===== config.mk =====
export PLATFORM = sky130hd
export DESIGN_NAME = alu_arbiter
export DESIGN_NICKNAME = d
export VERILOG_FILES = /design/src/rtl/alu_arbiter.sv
export SDC_FILE = /design/constraint.sdc
export NUM_CORES = 1
export LEC_CHECK = 0
export BUFFER_PORTS_ARGS = -buffer_cell sky130_fd_sc_hd__buf_2
export CORE_MARGIN = 2
export CORE_UTILIZATION = 44
export DETAILED_ROUTE_END_ITERATION = 12
export PLACE_DENSITY = 0.88
export SYNTH_ARGS = -nofsm -noshare
export SYNTH_HDL_FRONTEND = slang
export SYNTH_SLANG_ARGS = --single-unit

===== constraint.sdc =====
create_clock -name clk -period 1.81 [get_ports clk]
set_clock_uncertainty 0.1 [all_clocks]
set_input_delay 0.181 -clock clk [delete_from_list [all_inputs] [get_ports clk]]
set_output_delay 0.181 -clock clk [all_outputs]
set_load 0.005 [all_outputs]

===== src/rtl/alu_arbiter.sv =====
// Two-requester round-robin arbiter and sequencer for the shared ALU.
// Ports: clk, rst_n (sync, active-low); req/op/a/b per requester in;
//   done0/done1/res/err/busy out; alu_alus/alu_x/alu_bus to ALU, alu_dout from ALU.
module alu_arbiter #(
    parameter int DW = 8,
    parameter int OPW = 4,
    parameter logic [OPW-1:0] MAX_OP = 4'd10
) (
    input  logic           clk,
    input  logic           rst_n,
    input  logic           req0,
    input  logic [OPW-1:0] op0,
    input  logic [DW-1:0]  a0,
    input  logic [DW-1:0]  b0,
    input  logic           req1,
    input  logic [OPW-1:0] op1,
    input  logic [DW-1:0]  a1,
    input  logic [DW-1:0]  b1,
    output logic           done0,
    output logic           done1,
    output logic [DW-1:0]  res,
    output logic           err,
    output logic           busy,
    output logic [OPW-1:0] alu_alus,
    output logic [DW-1:0]  alu_x,
    output logic [DW-1:0]  alu_bus,
    input  logic [DW-1:0]  alu_dout
);

    typedef enum logic [1:0] {
        IDLE = 2'd0,
        EXEC = 2'd1,
        RESP = 2'd2
    } state_t;

    state_t         state, state_n;
    logic           rr_ptr, rr_n;
    logic           gid, gid_n;
    logic           ill, ill_n;
    logic [OPW-1:0] alus_n;
    logic [DW-1:0]  x_n, bus_n, res_n;
    logic           d0_n, d1_n, err_n;

    logic           g0, g1;
    logic [OPW-1:0] op_s;
    logic [DW-1:0]  a_s, b_s;
    logic           op_bad;

    // On contention rr_ptr picks the winner; a lone requester always wins.
    assign g0 = req0 & (~req1 | ~rr_ptr);
    assign g1 = req1 & (~req0 | rr_ptr);

    assign op_s   = g1 ? op1 : op0;
    assign a_s    = g1 ? a1  : a0;
    assign b_s    = g1 ? b1  : b0;
    assign op_bad = (op_s > MAX_OP);

    assign busy = (state != IDLE);

    always_comb begin
        state_n = state;
        rr_n    = rr_ptr;
        gid_n   = gid;
        ill_n   = ill;
        alus_n  = alu_alus;
        x_n     = alu_x;
        bus_n   = alu_bus;
        res_n   = res;
        d0_n    = 1'b0;
        d1_n    = 1'b0;
        err_n   = 1'b0;
        unique case (state)
            IDLE: begin
                alus_n = '0;
                x_n    = '0;
                bus_n  = '0;
                if (g0 | g1) begin
                    // Illegal codes reach the ALU as 0000; result forced to 0 later.
                    alus_n  = op_bad ? '0 : op_s;
                    x_n     = a_s;
                    bus_n   = b_s;
                    ill_n   = op_bad;
                    gid_n   = g1;
                    rr_n    = ~g1;
                    state_n = EXEC;
                end
            end
            EXEC: begin
                res_n   = ill ? '0 : alu_dout;
                d0_n    = ~gid;
                d1_n    = gid;
                err_n   = ill;
                state_n = RESP;
            end
            RESP: begin
                alus_n  = '0;
                x_n     = '0;
                bus_n   = '0;
                state_n = IDLE;
            end
            default: begin
                state_n = IDLE;
            end
        endcase
    end

    always_ff @(posedge clk) begin
        if (!rst_n) begin
            state    <= IDLE;
            rr_ptr   <= 1'b0;
            gid      <= 1'b0;
            ill      <= 1'b0;
            alu_alus <= '0;
            alu_x    <= '0;
            alu_bus  <= '0;
            res      <= '0;
            done0    <= 1'b0;
            done1    <= 1'b0;
            err      <= 1'b0;
        end else begin
            state    <= state_n;
            rr_ptr   <= rr_n;
            gid      <= gid_n;
            ill      <= ill_n;
            alu_alus <= alus_n;
            alu_x    <= x_n;
            alu_bus  <= bus_n;
            res      <= res_n;
            done0    <= d0_n;
            done1    <= d1_n;
            err      <= err_n;
        end
    end

endmodule


After elaboration in Yosys (flattened, before gate mapping) --
Index checks and enable logic that the tools add are counted.
Storage, ports and cells: bits in registers 36, RAM bits 0, bits in read-only memories 0, bits in latches 0, input port bits 52, memories 0
Cells by class: bitwise operators 10, shifts and indexed selects 0, $lt $le $gt $ge 1, eq/ne operators 3, add/sub/neg operators 0, reductions and logical operators 5, div/mod/pow operators 0, $mul 0, mux-type cells 13
Operators by type and width (count):
- 2-to-1 mux 8 bit | 5
- case mux 8 bit (2 select lines) | 2
- 2-to-1 mux 4 bit | 3
- case mux 4 bit (2 select lines) | 1
- inverter 1 bit | 5
- greater-than comparator 4 bit, second input constant | 1
- case mux 2 bit (2 select lines) | 1
- AND reduction 2 bit | 2
- nonzero test 2 bit | 2
- OR 1 bit | 3
- bitwise AND 1 bit | 2
- equality test 2 x 1 -> 1 bit, second input constant | 1
- equality test 2 bit, second input constant | 1
- logical NOT 2 bit | 1
- 2-to-1 mux 2 bit | 1
- != test 2 bit, second input constant | 1

Depth between registers and ports, before layout --
Gate-level depths: netlist of run 1.
word-level depth 8, depth in mapped cells 5, gate-level depth less buffers 4

Worst setup path before layout of run 1 --
Ideal clock, no wire load.
path type register -> register, start point reg rr_ptr, end point reg alu_alus[0], required time 1593 ps, slack 286 ps, stages on the path, launching flop included 5, arrival 1307 ps, library setup time 117 ps, cells stage by stage dfxtp_1 -> and2b_2 -> nor2_4 -> mux2_2 -> a32o_1
On the way: longest elaborated chain between the ends 7
RTL lines:
- start: declaration | line 37 | logic rr_ptr, rr_n;
- start signal: assignment | line 122 | rr_ptr <= rr_n;
- OR 1 bit | line 51 | assign g1 = req1 & (~req0 | rr_ptr);
- bitwise AND 1 bit | line 51
- 2-to-1 mux 4 bit | line 53 | assign op_s = g1 ? op1 : op0;
- greater-than comparator 4 bit | line 56 | assign op_bad = (op_s > MAX_OP);
- 2-to-1 mux 4 bit | line 79 | alus_n = op_bad ? '0 : op_s;
- 2-to-1 mux 4 bit (*) | line 77 | if (g0 | g1) begin
- case mux 4 bit (2 select lines) (*) | line 72 | unique case (state)
- end signal: assignment | line 125 | alu_alus <= alus_n;
- end: declaration | line 24 | output logic [OPW-1:0] alu_alus,
Every way passes the cells marked *; elsewhere a longest branch is shown, timed or not. A chain may end at the register's enable or synchronous reset.

Final worst setup path of run 1 --
start point reg rr_ptr, end point reg alu_alus[1]
Same word-level chain as after synthesis.

==> results_dict.tcl, run 1 <==
set metrics [dict create \
    min_to "alu_bus[7]$_SDFFE_PN0P_" \
    pwr-share-comb_pct 20.2 \
    crit_fanout 6 \
    nNetsFinal 307 \
    setup_tns_ns 0 \
    reg2reg_depth 4 \
    drt_drc_violations_left 0 \
    power_frac_clock_pct 26.2 \
    pin_count 84 \
    drt_wl_total_um 3510 \
    grt_pass1_vias 1275 \
    dieHeight_um 63.6 \
    numCtsBuffers 5 \
    grt_use_met3_pct 6.79 \
    setup_viol 0 \
    firstDrtPassIters 4 \
    grt_usage_pct 17.5 \
    dpl_cell_area_mm2 0.00202 \
    grt_overflow 0 \
    fin_crit_sh_pct 90.8 \
    row_count 21 \
    synth.distinct_cells 37 \
    avgSynthCellArea_um2 9.57 \
    ys_seq_elements 36 \
    grt_use_met1_pct 19.9 \
    grt_setup_unrepaired "no" \
    path_buf_inv 0 \
    switching_share_pct 25.8 \
    grt.met2_usage_pct 29.2 \
    synth_edf_count 0 \
    clockBufferDepth 2 \
    critPathKind "reg2reg" \
    worstPathArrival_ns 1.77 \
    post_cts_buffers 0 \
    clock-sinks 36 \
    hp-start "b1[7]" \
    crit_path_end_kind "flop" \
    final_antenna_net_count 0 \
    holdWs_ns 0.0158 \
    syn_area_mm2 0.00156 \
    vias_per_cell 4.90 \
    cpLargestDelayFamily "simple AND/OR/NAND/NOR gates" \
    internal_power_uw 1220 \
    final_core_util_pct 63.7 \
    worstMarginPinSlew_ns 0.408 \
    rrSetupSlack_ns 0.17 \
    finalPower_uw 1640 \
    grt_start_max_net_pins 17 \
    p_leak_uw 0.00107 \
    r2r_start "rr_ptr$_SDFFE_PN0P_" \
    p_sw_uw 424 \
    dp_hpwl_um 2740 \
    yosysTopAreaCellShare_pct 46.2 \
    slew_viol_final 0 \
    ys_seq_area_share_pct 46.2 \
    netlist_instances 163 \
    slowest_delay_ns 0.37 \
    grt_pass1_wl_um 5480 \
    min_path_cells 3 \
    peakVddDrop_v 0.000591 \
    netlist_top_cells_count "36 x dfxtp_1, 28 x nand2_1, 16 x mux2i_1" \
    cp_num_cells 4 \
    gp_congestion 0.781 \
    clk_pin_slew_worst_paths_ns 0.10 \
    cts_max_level 2 \
    status "finished, final reports clean" \
    yosysWarnings 0 \
    seqPwrFrac_pct 53.5 \
    slew_headroom_pct 72.7 \
    maxCapViolCount 0 \
    finalCriticalPeriod_ns 1.64 \
    n_antenna_cell 0 \
    ctsRootBufferMaster "clkbuf_4" \
    drive_gt1_share_pct 41.0 \
    reg2reg_to "alu_alus[1]$_SDFFE_PN0P_" \
    synth_nets 215 \
    cp.required_ns 1.94 \
    port_buffers 83 \
    cp-start-kind "flop" \
    clock.fmax_mhz 608 \
    synthTopCellsByArea "dfxtp_1 46%, mux2i_1 10%, nand2_1 6.7%" \
    synth.most_common_cell "dfxtp_1" \
    slowest_stage "dfxtp_1" \
    busiest_layer "met2" \
    powerDensity_mw_per_mm2 767 \
    worstPathCellList "and2b_2 > nor2_4 > mux2_2 > a32o_1" \
    final_cell_area_mm2 0.00214 \
    min_path_type "in2reg" \
    drt_iter0_markers 28 \
    antenna_found_initial 0 \
    synth_top_area_cell "dfxtp_1" \
    async_flop_share_pct 0 \
    tritoncts "yes" \
    core_area_mm2 0.00336 \
    die-area_mm2 0.00404 \
    ys.flop_type "dfxtp_1" \
    wire_per_inst_um 11.6 \
    syn2layout_area_growth_pct 37.3 \
    hold_viol 0 \
    initial_core_util_pct 46.4 \
    vias 1480 \
    clock_latency_ns 0.33 \
    dieWidth_um 63.6 \
]
[metrics by stage]
step	setup slack, ns	instances
floorplan	0.286	163
finish	0.166	302
CTS	0.182	300
global route	0.124	302
detailed placement	0.199	288
global placement	0.241	288
[flip-flops by register name (all words and copies together) (netlist names)]
register / count
err: 1
res: 8
ill: 1
state: 2
done1: 1
rr_ptr: 1
alu_x: 8
gid: 1
alu_bus: 8
alu_alus: 4
done0: 1
[worst max path at each step]
stage	startpoint	endpoint	slack, ns
2_1_floorplan	rr_ptr$_SDFFE_PN0P_	alu_alus[0]$_SDFFE_PN0P_	0.29
3_3_place_gp	rr_ptr$_SDFFE_PN0P_	alu_alus[1]$_SDFFE_PN0P_	0.24
3_5_place_dp	rr_ptr$_SDFFE_PN0P_	alu_alus[1]$_SDFFE_PN0P_	0.20
4_1_cts	rr_ptr$_SDFFE_PN0P_	alu_alus[1]$_SDFFE_PN0P_	0.18
5_1_grt	rr_ptr$_SDFFE_PN0P_	alu_alus[1]$_SDFFE_PN0P_	0.12
6_report	rr_ptr$_SDFFE_PN0P_	alu_alus[1]$_SDFFE_PN0P_	0.17
[timing repair]
| action | 4_1_cts | 5_1_grt |
|---|---|---|
| hold buffers | 4 | 2 |
| endpoints found under the setup margin | 0 | 0 |
| resized for setup | 0 | 0 |
| endpoints found under the hold margin | 3 | 1 |
[worst min-delay path, cell delays in order]
cell     delay (ns)
buf_2          0.07
mux2i_1        0.05
o21ai_1        0.10
[logic make-up after synthesis]
kind of cell / synth area share (%)
multiplexers: 13.4
AO/OA/AOI/OAI: 17.3
flip-flops: 46.2
AND/OR/NAND/NOR: 19.8
buffers and inverters: 3.29
[final cells by class]
| type | instances | area (um^2) |
|---|---|---|
| Clock buffer | 8 | 58.8 |
| Fill cell | 319 | 1220 |
| Inverter | 3 | 11.3 |
| Multi-Input combinational cell | 116 | 788 |
| Sequential cell | 36 | 721 |
| Tap cell | 46 | 57.6 |
| Timing Repair Buffer | 93 | 505 |
[power by group through the flow]
stage | Combinational (uW) | Clock, uW | Sequential, uW
6_report | 332 | 431 | 879
5_1_grt | 368 | 483 | 887
4_1_cts | 332 | 450 | 880
2_1_floorplan | 178 | 0 | 901
3_3_place_gp | 318 | 0 | 895
3_5_place_dp | 325 | 0 | 898
[routing by layer]
layer  vias to the layer above  wire [um]
li1                        755          -
met1                       662       1510
met2                        56       1680
met3                         7        249
met4                         0         70
met5                         -          0
[cells in the final DEF (no fill, tap or decap), types with 4 or more instances in the layout]
master and n:
mux2i_1 16, a21boi_0 9, nand3b_1 8, buf_4 4, clkbuf_4 5, dlygate4sd3_1 6, dfxtp_1 36, nand2_1 28
o21ai_1 15, buf_2 83, and2_1 4
Power figures use the tool's default switching activity.
==> inputs of run 2 (changes only) <==
--- a/config.mk
+++ b/config.mk
@@ -9,6 +9,7 @@
 export CORE_MARGIN = 2
 export CORE_UTILIZATION = 44
 export DETAILED_ROUTE_END_ITERATION = 12
+export HOLD_SLACK_MARGIN = 0.1
 export PLACE_DENSITY = 0.88
 export SYNTH_ARGS = -nofsm -noshare
 export SYNTH_HDL_FRONTEND = slang
==> results_dict.tcl, run 2 (synthesis results as in run 1) <==
set metrics [dict create \
    gp_congestion 0.781 \
    grt_start_max_net_pins 17 \
    finalCriticalPeriod_ns 1.74 \
    slew_headroom_pct 77.6 \
    worstMarginPinSlew_ns 0.336 \
    holdWs_ns 0.171 \
    drt_wl_total_um 4690 \
    pin_count 84 \
    tritoncts "yes" \
    p_leak_uw 0.00125 \
    die-area_mm2 0.00404 \
    setup_tns_ns 0 \
    critPathKind "in2reg" \
    min_path_type "in2reg" \
    grt_pass1_vias 1598 \
    firstDrtPassIters 4 \
    final_antenna_net_count 0 \
    vias 1660 \
    maxCapViolCount 0 \
    row_count 21 \
    crit_fanout 6 \
    vias_per_cell 4.85 \
    clockBufferDepth 2 \
    dieWidth_um 63.6 \
    grt_setup_unrepaired "yes" \
    status "finished, final reports clean" \
    clk_pin_slew_worst_paths_ns 0.09 \
    drt_iter0_markers 42 \
    cts_max_level 2 \
    worstPathArrival_ns 1.87 \
    port_buffers 83 \
    clock.fmax_mhz 575 \
    grt_usage_pct 24.1 \
    antenna_found_initial 0 \
    core_area_mm2 0.00336 \
    syn2layout_area_growth_pct 63.3 \
    fin_crit_sh_pct 96.0 \
    cp-start-kind "primary input" \
    crit_path_end_kind "flop" \
    ctsRootBufferMaster "clkbuf_4" \
    wire_per_inst_um 13.7 \
    cp.required_ns 1.94 \
    drt_drc_violations_left 0 \
    peakVddDrop_v 0.000601 \
    dp_hpwl_um 2740 \
    nNetsFinal 347 \
    mostFrequentLayoutCell "buf_2" \
    clock-sinks 36 \
    clock_latency_ns 0.34 \
    initial_core_util_pct 46.4 \
    grt_overflow 0 \
    setup_viol 0 \
    numCtsBuffers 5 \
    slew_viol_final 0 \
    n_antenna_cell 0 \
    powerDensity_mw_per_mm2 681 \
    layout_common_cells "83 x buf_2, 46 x dlygate4sd3_1, 36 x dfxtp_1, 28 x nand2_1, 16 x mux2i_1" \
    dieHeight_um 63.6 \
    top_regs "alu_bus x8, alu_x x8, res x8" \
    hold_viol 0 \
    drive_gt1_share_pct 36.1 \
    grt_pass1_wl_um 7400 \
]
==> run 2: worst max-delay path, stage by stage <==
cell,delay (ns)
dlygate4sd3_1,0.53
buf_2,0.13
and2b_2,0.23
nor2_4,0.18
mux2_2,0.36
a32o_1,0.26
==> run 2: layout make-up <==
type | count | area [um^2]
fillers | 256 | 816
multi-input cells | 116 | 793
clock buffers | 8 | 58.8
inverters | 3 | 11.3
flip-flops and latches | 36 | 721
repair buffers | 133 | 906
well taps | 46 | 57.6
==> run 2: through the flow <==
step / power [uW] / worst slack [ns] / util, % / instance area, um^2 / std cells
global placement: 1210 / 0.241 / 60.2 / 2020 / 288
floorplan: 1080 / 0.286 / - / 1560 / 163
finish: 1730 / 0.0717 / 75.7 / 2550 / 342
detailed placement: 1220 / 0.199 / 60.2 / 2020 / 288
CTS: 1730 / 0.0774 / 75.6 / 2540 / 342
global route: 1820 / 0.000958 / 75.7 / 2550 / 342
==> run 2: repair_timing <==
item | in CTS | in global routing
gates resized for setup | 0 | 2
setup buffers | 0 | 0
hold buffers | 46 | 0
endpoints found under the setup margin | 0 | 3
hold endpoints to repair | 25 | 0
==> run 2: where the power goes <==
group / total, uW / switching (uW) / internal, uW
combinational: 413 / 177 / 236
clock: 439 / 247 / 192
sequential: 882 / 32.6 / 849
total: 1730 / 457 / 1280
==> run 2: metal layers <==
metal  part of all wire, %  vias to the layer above  global-route usage (%)
met5                     0                        -                       0
met4                   2.2                        0                    9.24
met3                   5.4                        9                    6.96
met2                    53                       64                    45.1
met1                    39                      751                    25.1
li1                      -                      836                       -
==> run 2: worst paths after layout <==
check / startpoint / end / slack [ns] / cells after the start
setup / recovery: req0 / alu_alus[1]$_SDFFE_PN0P_ / 0.07 / 6
hold / removal: op1[0] / alu_alus[0]$_SDFFE_PN0P_ / 0.17 / 3
setup reg to reg: state[0]$_SDFFE_PN0P_ / res[1]$_SDFFE_PN0N_ / 0.12 / 4
hold reg to reg: alu_bus[7]$_SDFFE_PN0P_ / alu_bus[7]$_SDFFE_PN0P_ / 0.36 / 2
==> inputs of run 3 (changes only) <==
--- a/config.mk
+++ b/config.mk
@@ -10,7 +10,7 @@
 export CORE_UTILIZATION = 44
 export DETAILED_ROUTE_END_ITERATION = 12
 export HOLD_SLACK_MARGIN = 0.1
-export PLACE_DENSITY = 0.88
+export PLACE_DENSITY = 0.79
 export SYNTH_ARGS = -nofsm -noshare
 export SYNTH_HDL_FRONTEND = slang
 export SYNTH_SLANG_ARGS = --single-unit
==> results_dict.tcl, run 3 (synthesis results as in run 1) <==
set metrics [dict create \
    status "finished, final reports clean" \
    drt_iter0_markers 84 \
    firstDrtPassIters 4 \
    critPathKind "reg2reg" \
    die-area_mm2 0.00404 \
    worstPathArrival_ns 1.77 \
    crit_fanout 6 \
    setup_viol 0 \
    grt_pass1_wl_um 7440 \
    power_frac_clock_pct 23.1 \
    port_buffers 83 \
    vias 1657 \
    drive_gt1_share_pct 36.1 \
    maxCapViolCount 0 \
    core_area_mm2 0.00336 \
    peakVddDrop_v 0.000481 \
    powerDensity_mw_per_mm2 671 \
    grt_setup_unrepaired "no" \
    cp-start-kind "flop" \
    ctsRootBufferMaster "clkbuf_4" \
    numCtsBuffers 5 \
    clockBufferDepth 2 \
    p_leak_uw 0.00122 \
    p_sw_uw 453 \
    slew_viol_final 0 \
    grt_start_max_net_pins 21 \
    layout_common_cells "83 x buf_2, 43 x dlygate4sd3_1, 36 x dfxtp_1, 28 x nand2_1, 16 x mux2i_1" \
    dpl_cell_area_mm2 0.00202 \
    cp.required_ns 1.94 \
    r2r_start "rr_ptr$_SDFFE_PN0P_" \
    worstMarginPinSlew_ns 0.344 \
    wl_met3_um 358 \
    row_count 21 \
    final_antenna_net_count 0 \
    dieHeight_um 63.6 \
    switching_share_pct 27.0 \
    hp-start "req0" \
    setup_ws_ns 0.176 \
    finalCriticalPeriod_ns 1.63 \
    n_antenna_cell 0 \
    finalNonFillerCells 337 \
    grt_overflow 0 \
    syn2layout_area_growth_pct 59.9 \
    clock.fmax_mhz 612 \
    wire_per_inst_um 13.8 \
    route.met2.wl_um 2290 \
    cts_max_level 2 \
    nNetsFinal 343 \
    highest_layer "met4" \
    pin_count 84 \
    slew_headroom_pct 77.0 \
    top_regs "alu_bus x8, alu_x x8, res x8" \
    clock-sinks 36 \
    dp.cells 287 \
    pwr-share-comb_pct 24.3 \
    clock_latency_ns 0.34 \
    final_cell_area_mm2 0.00249 \
    crit_path_end_kind "flop" \
    hold_viol 0 \
    setup_tns_ns 0 \
    vias_per_cell 4.92 \
    dp_slack_ns 0.201 \
    gp_congestion 0.860 \
    internal_power_uw 1220 \
    drt_drc_violations_left 0 \
    final_core_util_pct 74.2 \
    wl_met1_um 1870 \
    post_cts_buffers 0 \
    clk_pin_slew_worst_paths_ns 0.10 \
    mostFrequentLayoutCell "buf_2" \
    grt_pass1_vias 1642 \
    fin_crit_sh_pct 90.3 \
    cp-startpoint "rr_ptr$_SDFFE_PN0P_" \
    antenna_found_initial 0 \
    min_path_type "in2reg" \
    tritoncts "yes" \
    seqPwrFrac_pct 52.6 \
    initial_core_util_pct 46.4 \
    drt_wl_total_um 4660 \
    dieWidth_um 63.6 \
    grt_usage_pct 24.2 \
    dp_hpwl_um 2700 \
]
==> run 3: cell count changes in the layout (fill, tap and decap cells not counted), sizes merged <==
| cell | before | now |
|---|---|---|
| clkinv | 0 | 1 |
| dlygate4sd3 | 46 | 43 |
| buf | 87 | 86 |
| clkbuf | 8 | 6 |
==> run 3: worst max-delay path: stages, from the launching register on <==
cell,delay [ns]
dfxtp_1,0.37
and2b_2,0.26
nor2_4,0.18
mux2_2,0.37
a32o_1,0.25
==> run 3: path summary, 6_finish.rpt <==
check,end,slack (ns),cells past startpoint
max,alu_alus[1]$_SDFFE_PN0P_,0.18,4
min,gid$_SDFFE_PN0P_,0.13,4
max reg2reg,alu_alus[1]$_SDFFE_PN0P_,0.18,4
min reg2reg,alu_bus[4]$_SDFFE_PN0P_,0.35,2
==> run 3: power by group through the flow <==
stage,combinational [uW],sequential [uW],clock (uW)
floorplan,178,901,0
global placement,318,897,0
detailed placement,325,898,0
CTS,396,880,398
global route,443,889,435
finish,406,881,387
==> run 3: stage by stage <==
| step | hold WS [ns] | total power, uW |
|---|---|---|
| 2_1_floorplan | 0.217 | 1080 |
| 3_3_place_gp | 0.334 | 1210 |
| 3_5_place_dp | 0.338 | 1220 |
| 4_1_cts | 0.125 | 1670 |
| 5_1_grt | 0.158 | 1770 |
| 6_report | 0.125 | 1670 |
==> run 3: timing repair <==
action                     CTS  global route
hold endpoints to repair    24             0
hold buffers                43             0
gates resized for setup      0             1
setup endpoints to repair    0             2
==> run 3: final cells by class <==
type / instances / area, um^2
clock buffer: 6 / 41.3
clock inverter: 1 / 5.00
fill: 262 / 868
inverter: 3 / 11.3
multi-input combinational: 116 / 791
sequential: 36 / 721
tap: 46 / 57.6
timing repair buffer: 129 / 868
==> run 3: routing by layer <==
| metal | track usage [%] | vias to the layer above |
|---|---|---|
| met5 | 0 | - |
| met4 | 13.0 | 0 |
| met3 | 7.14 | 15 |
| met2 | 42.9 | 70 |
| met1 | 25.6 | 744 |
| li1 | - | 828 |
